[src/rtl/led_band_pkg.sv]
// Shared constants and state encoding for the LED band frame writer.
package led_band_pkg;

   localparam int FRAME_WORDS = 864;
   localparam int BANK_OFFSET = 1024;
   localparam int LANES       = 4;

   typedef enum logic [1:0] {
      IDLE,
      FILL,
      WAIT_SWAP
   } writer_state_t;

endpackage

[src/rtl/led_band_writer.sv]
// Packs 32-bit pixel beats into 128-bit memory words and double-buffers two
// frame banks, handing a finished bank to the LED reader on swap_ack.
module led_band_writer
   import led_band_pkg::*;
#(
   parameter int W_ADDR_WIDTH = 11,
   parameter int W_DATA_WIDTH = 128,
   parameter int IN_WIDTH     = 32,
   parameter int FRAME_WORDS  = led_band_pkg::FRAME_WORDS,
   parameter int BANK_OFFSET  = led_band_pkg::BANK_OFFSET
) (
   input  logic                    clk,
   input  logic                    rst,
   input  logic [IN_WIDTH-1:0]     in_data,
   input  logic                    in_valid,
   input  logic                    in_sof,
   output logic                    in_ready,
   output logic [W_ADDR_WIDTH-1:0] w_addr,
   output logic [W_DATA_WIDTH-1:0] w_data,
   output logic                    w_enable,
   input  logic                    swap_ack,
   output logic                    frame_ready,
   output logic                    disp_bank,
   output logic                    err_sof
);

   localparam int WORD_W     = (FRAME_WORDS > 1) ? $clog2(FRAME_WORDS) : 1;
   localparam int LANE_IDX_W = $clog2(LANES);

   if ((W_DATA_WIDTH != LANES * IN_WIDTH) || (FRAME_WORDS > BANK_OFFSET) ||
       (2 * BANK_OFFSET > (2 ** W_ADDR_WIDTH))) begin : g_param_check
      $error("led_band_writer: illegal width or bank parameters");
   end

   writer_state_t           r_state;
   logic                    r_alive;
   logic                    r_wr_bank;
   logic                    r_disp_bank;
   logic [LANE_IDX_W-1:0]   r_lane_idx;
   logic [WORD_W-1:0]       r_word;
   logic [W_ADDR_WIDTH-1:0] r_w_addr;
   logic [W_DATA_WIDTH-1:0] r_w_data;
   logic                    r_w_enable;
   logic                    r_frame_ready;
   logic                    r_err_sof;

   // Only the first LANES-1 beats need storage; the last beat joins the word directly.
   logic [IN_WIDTH-1:0]     r_lane [LANES-1];

   logic                    w_ready;
   logic                    w_accept;
   logic                    w_last_lane;
   logic                    w_last_word;
   logic [W_ADDR_WIDTH-1:0] w_bank_base;
   logic [W_ADDR_WIDTH-1:0] w_word_addr;
   logic [W_DATA_WIDTH-1:0] w_packed;

   assign w_ready     = r_alive && (r_state != WAIT_SWAP);
   assign w_accept    = in_valid && w_ready;
   assign w_last_lane = (r_lane_idx == LANE_IDX_W'(LANES - 1));
   assign w_last_word = (r_word == WORD_W'(FRAME_WORDS - 1));
   assign w_bank_base = r_wr_bank ? W_ADDR_WIDTH'(BANK_OFFSET) : '0;
   assign w_word_addr = w_bank_base + W_ADDR_WIDTH'(r_word);

   always_comb begin
      w_packed = '0;
      for (int i = 0; i < LANES - 1; i++) begin
         w_packed[i*IN_WIDTH +: IN_WIDTH] = r_lane[i];
      end
      w_packed[(LANES-1)*IN_WIDTH +: IN_WIDTH] = in_data;
   end

   always_ff @(posedge clk) begin
      if (w_accept) begin
         if (in_sof) begin
            r_lane[0] <= in_data;
         end else if ((r_state == FILL) && !w_last_lane) begin
            r_lane[r_lane_idx] <= in_data;
         end
      end
   end

   always_ff @(posedge clk or posedge rst) begin
      if (rst) begin
         r_state       <= IDLE;
         r_alive       <= 1'b0;
         r_wr_bank     <= 1'b1;
         r_disp_bank   <= 1'b0;
         r_lane_idx    <= '0;
         r_word        <= '0;
         r_w_addr      <= '0;
         r_w_data      <= '0;
         r_w_enable    <= 1'b0;
         r_frame_ready <= 1'b0;
         r_err_sof     <= 1'b0;
      end else begin
         r_alive    <= 1'b1;
         r_w_enable <= 1'b0;
         r_err_sof  <= 1'b0;
         case (r_state)
            IDLE: begin
               if (w_accept && in_sof) begin
                  r_lane_idx <= LANE_IDX_W'(1);
                  r_word     <= '0;
                  r_state    <= FILL;
               end
            end
            FILL: begin
               if (w_accept) begin
                  if (in_sof) begin
                     // Restart in place: the partial word is simply overwritten.
                     r_err_sof  <= 1'b1;
                     r_lane_idx <= LANE_IDX_W'(1);
                     r_word     <= '0;
                  end else if (w_last_lane) begin
                     r_w_enable <= 1'b1;
                     r_w_data   <= w_packed;
                     r_w_addr   <= w_word_addr;
                     r_lane_idx <= '0;
                     if (w_last_word) begin
                        r_word        <= '0;
                        r_state       <= WAIT_SWAP;
                        r_frame_ready <= 1'b1;
                     end else begin
                        r_word <= r_word + WORD_W'(1);
                     end
                  end else begin
                     r_lane_idx <= r_lane_idx + LANE_IDX_W'(1);
                  end
               end
            end
            WAIT_SWAP: begin
               if (swap_ack) begin
                  r_disp_bank   <= r_wr_bank;
                  r_wr_bank     <= ~r_wr_bank;
                  r_frame_ready <= 1'b0;
                  r_state       <= IDLE;
               end
            end
            default: r_state <= IDLE;
         endcase
      end
   end

   assign in_ready    = w_ready;
   assign w_addr      = r_w_addr;
   assign w_data      = r_w_data;
   assign w_enable    = r_w_enable;
   assign frame_ready = r_frame_ready;
   assign disp_bank   = r_disp_bank;
   assign err_sof     = r_err_sof;

endmodule

[config.mk]
export PLATFORM = sky130hd
export DESIGN_NAME = led_band_writer
export DESIGN_NICKNAME = d
export VERILOG_FILES = /design/src/rtl/led_band_pkg.sv /design/src/rtl/led_band_writer.sv
export SDC_FILE = /design/constraint.sdc
export NUM_CORES = 1
export LEC_CHECK = 0
export BUFFER_PORTS_ARGS = -buffer_cell sky130_fd_sc_hd__buf_2
export CORE_UTILIZATION = 39
export DETAILED_ROUTE_END_ITERATION = 10
export GPL_TIMING_DRIVEN = 0
export HOLD_SLACK_MARGIN = 0.08
export PLACE_DENSITY = 0.71
export SLEW_MARGIN = 5
export SYNTH_ARGS = -nofsm -noshare
export SYNTH_HDL_FRONTEND = slang
export SYNTH_SLANG_ARGS = --single-unit
[constraint.sdc]
create_clock -name clk -period 7.16 [get_ports clk]
set_clock_uncertainty 0.1 [all_clocks]
set_input_delay 1.79 -clock clk [delete_from_list [all_inputs] [get_ports clk]]
set_output_delay 1.79 -clock clk [all_outputs]
set_load 0.05 [all_outputs]
==> metrics.csv <==
stage,metric,value,unit
status,status,finished clean,
critical_path,Critical Path Max Stage Delay,0.59,ns
power_and_ir_drop,Worst VDD drop,0.2800,mV
die,FP Rows,55,
drt,DR iter-0 viols,237,
die,die width,154.3,um
logic_synthesis,Synth Cell Area,9049,um^2
place,Setup WS pre-CTS,2.982,ns
finish,synth-to-layout area growth,26.26,%
critical_path,Critical R2R Launch,r_state[1]$_DFFE_PP0P_,
logic_synthesis,"EDFF count, synth",96,
global_routing,total gr overflow,0,
timing,min cycle time layout,3.617,ns
global_routing,GRT Util Overall,16.09,%
power_and_ir_drop,switching part of the total,40.97,%
drt,drt wl/cell,18.26,um
power_and_ir_drop,overall power,5.636,mW
hold_path,Hold WC Path Type,register to register,
drt,Detailed Routing Iterations Pass 1,4,
logic_synthesis,Post-synth ARST share,62.35,%
finish,nets,755,
die,Die H,154.3,um
clock_tree,Clock Sinks,255,
place,DP HPWL,12470,um
power_and_ir_drop,Lkg Pwr,5.353,nW
finish,Non-Filler Instances,1020,
place,RePlAce Congestion,0.8028,
die,die area,23810,um^2
hold_path,Min-Delay Startpoint,r_lane[1][21]$_DFFE_PP_,
critical_path,r2r setup slk,4.47,ns
clock_tree,CTS Buf Count,26,
clock_tree,CTS tree,done,
power_and_ir_drop,register share of total power,36.8,%
hold_path,hold endpoint,w_data[53]$_DFFE_PP0P_,
place,IO buf count,180,
clock_tree,CTS resizes,0,
clock_tree,CTS Hold Bufs,0,
logic_synthesis,"Seq/Total Area, Yosys",75.84,%
logic_synthesis,post-synth top area share,43.69,%
logic_synthesis,Synth Instances,499,
critical_path,Crit Path Max Fanout,7,
logic_synthesis,Syn Area/Cell,18.13,um^2
die,I/O Pins,181,
power_and_ir_drop,Psw,2.309,mW
logic_synthesis,"area leader, netlist",dfrtp_1,
die,initial cell density of the core,39.85,%
critical_path,Setup crit start kind,input port,
logic_synthesis,Synth top cells by count,"dfrtp_1, edfxtp_1, mux2_2",
clock_tree,Max H-tree Level,1,
finish,Fill cells,1934,
timing,Least-Margin Pin Slew,0.7949,ns
logic_synthesis,synth unique cells,40,
flow_run,max_cap viols,0,
clock_tree,"CTS clk-pin slew, worst paths",0.06,ns
power_and_ir_drop,Cell Pwr Density,493.3,nW/um^2
power_and_ir_drop,Comb power frac,36.7,%
critical_path,"Critical Path, Cell by Cell",buf_2 -> nor3b_4 -> nand3_1 -> nor4b_2 -> buf_4 -> buf_4 -> buf_4,
power_and_ir_drop,Internal Power,3.327,mW
timing,Slew Limit Headroom,47.01,%
clock_tree,CTS root buf,clkbuf_16,
logic_synthesis,Ys Warns,0,
drt,Via Count,5009,
critical_path,Worst path most repeated cell,buf_4,
logic_synthesis,"Net Count, Synth",538,
place,Cells after DPL,973,
critical_path,R2R depth,6,
logic_synthesis,post-synthesis compound-gate area fraction,1.286,%
drt,"wirelength, routed",18630,um
finish,n_diodes,0,
critical_path,nature of the critical path endpoint,register,
drt,DR vias/cell,4.911,
clock_tree,worst skew pair latency,0.51,ns
logic_synthesis,Post-Synth Simple-Gate Area,3.208,%
timing,final worst-path cycle share,50.52,%
logic_synthesis,Adder-Cell Fraction of Synth Area,0.2765,%
drt,# DRC,0,
logic_synthesis,largest family of logic cells by synthesized area,multiplexers,
drt,number of antenna-violating nets in the routed design,0,
logic_synthesis,most common cell in the synthesized netlist,dfrtp_1,
timing,fmax,276.5,MHz
global_routing,first-pass GRT wire length,29710,um
die,core area,22710,um^2
timing,Max Slew Vio Count,0,
hold_path,Hold Crit Depth,1,
logic_synthesis,#FFs+latches synth,255,
timing,final setup violating endpoints,0,
timing,RSZ-0062 raised after global routing,false,
global_routing,largest net degree at the start of global routing,82,
logic_synthesis,xor and xnor area share after synthesis,0.6775,%
clock_tree,Clock Tree Buf Depth,3,
timing,final hold vios,0,
critical_path,worst reg2reg endpoint,r_lane[1][17]$_DFFE_PP_,
logic_synthesis,"Primary FF master, synth",dfrtp_1,
critical_path,"Slowest-stage cell, CP",nor4b_2,
global_routing,number of global-route vias before repair,5205,
critical_path,arrival time worst endpoint,3.74,ns
power_and_ir_drop,Clock power frac,26.4,%
global_routing,initial antenna violation count,1,
logic_synthesis,Synth area leaders,"dfrtp_1, edfxtp_1, mux2_2, mux2_1, xnor2_1",
critical_path,critical path type,input port to register,
critical_path,worst path required time,7.28,ns
logic_synthesis,mux cell area share after synthesis,17.41,%
finish,layout cells sized above 1,43.95,%
timing,worst setup margin,3.543,ns
clock_tree,# Post-CTS Setup Buffers,0,
==> worst max-delay path: cells and delay by family <==
| family | cells | cell delay, ns |
|---|---|---|
| and+or+nand+nor | 3 | 1.16 |
| buffers and inverters | 4 | 0.78 |
==> power by group through the flow <==
stage / combinational, mW / clock, mW / sequential (mW)
after floorplan: 0.321 / 0 / 3.34
after global placement: 2.06 / 0 / 2.09
after detailed placement: 2.09 / 0 / 2.11
after CTS: 2.09 / 1.53 / 2.08
after global routing: 2.15 / 1.58 / 2.13
final: 2.07 / 1.49 / 2.08
==> stage by stage <==
step	cell area (um^2)	hold slack, ns	util [%]	setup TNS (ns)
6_report	11420	0.3518	50.31	0
5_1_grt	11420	0.3640	50.31	0
4_1_cts	11420	0.3572	50.31	0
3_5_place_dp	10460	0.3422	46.06	0
3_3_place_gp	10310	0.3346	45.38	-297.33
2_1_floorplan	9049	0.3320	-	0
==> worst max path at each step <==
stage / start / endpoint / cells past startpoint
after floorplan: in_sof / r_lane[1][0]$_DFFE_PP_ / 3
after global placement: in_sof / r_lane[1][17]$_DFFE_PP_ / 4
after detailed placement: in_sof / r_lane[1][19]$_DFFE_PP_ / 7
after CTS: in_sof / r_lane[1][17]$_DFFE_PP_ / 7
after global routing: in_sof / r_lane[1][17]$_DFFE_PP_ / 7
final: in_sof / r_lane[1][17]$_DFFE_PP_ / 7
==> layout make-up <==
type                       instances  area (um^2)  share of cell area, %
sequential                       255         6863                  60.07
multi-input combinational        221         2097                  18.36
timing repair buffer             189         1021                  8.937
clock buffer                      34        752.0                  6.582
tap                              285        356.6                  3.121
clock inverter                    13        214.0                  1.873
buffer                            19        98.84                 0.8652
inverter                           4        22.52                 0.1971
==> flip-flops by register name, indices dropped and copies added, names as in the netlist <==
signal,count
w_data,128
r_lane,96
w_addr,11
r_word,10
r_lane_idx,2
r_state,2
disp_bank,1
err_sof,1
frame_ready,1
r_alive,1
r_wr_bank,1
w_enable,1
==> layer usage <==
layer	part of all wire, %	global-route usage (%)
met1	43	21.07
met2	49	26.93
met3	6.3	4.007
met4	1.7	4.008
met5	0.081	0
==> cells by family (layout without fill, tap and decap cells) <==
kind of cell / Yosys count / count (layout)
buffers and inverters: 23 / 259
other: 1 / 1
XOR/XNOR: 7 / 7
adder cells (fa/ha/maj): 2 / 2
flip-flops: 255 / 255
multiplexers: 140 / 140
AND/OR/NAND/NOR: 53 / 53
AO/OA/AOI/OAI: 18 / 18
==> placed cells by master, fill, tap and decap left out, types with 9 or more instances in the layout <==
cell type	instances
buf_2	181
buf_4	13
clkbuf_16	27
dfrtp_1	158
edfxtp_1	96
mux2_1	65
mux2_2	74
nand2_1	10
nand3_1	9
nor2_1	11
No activity file was read; power rests on OpenSTA's default activity.
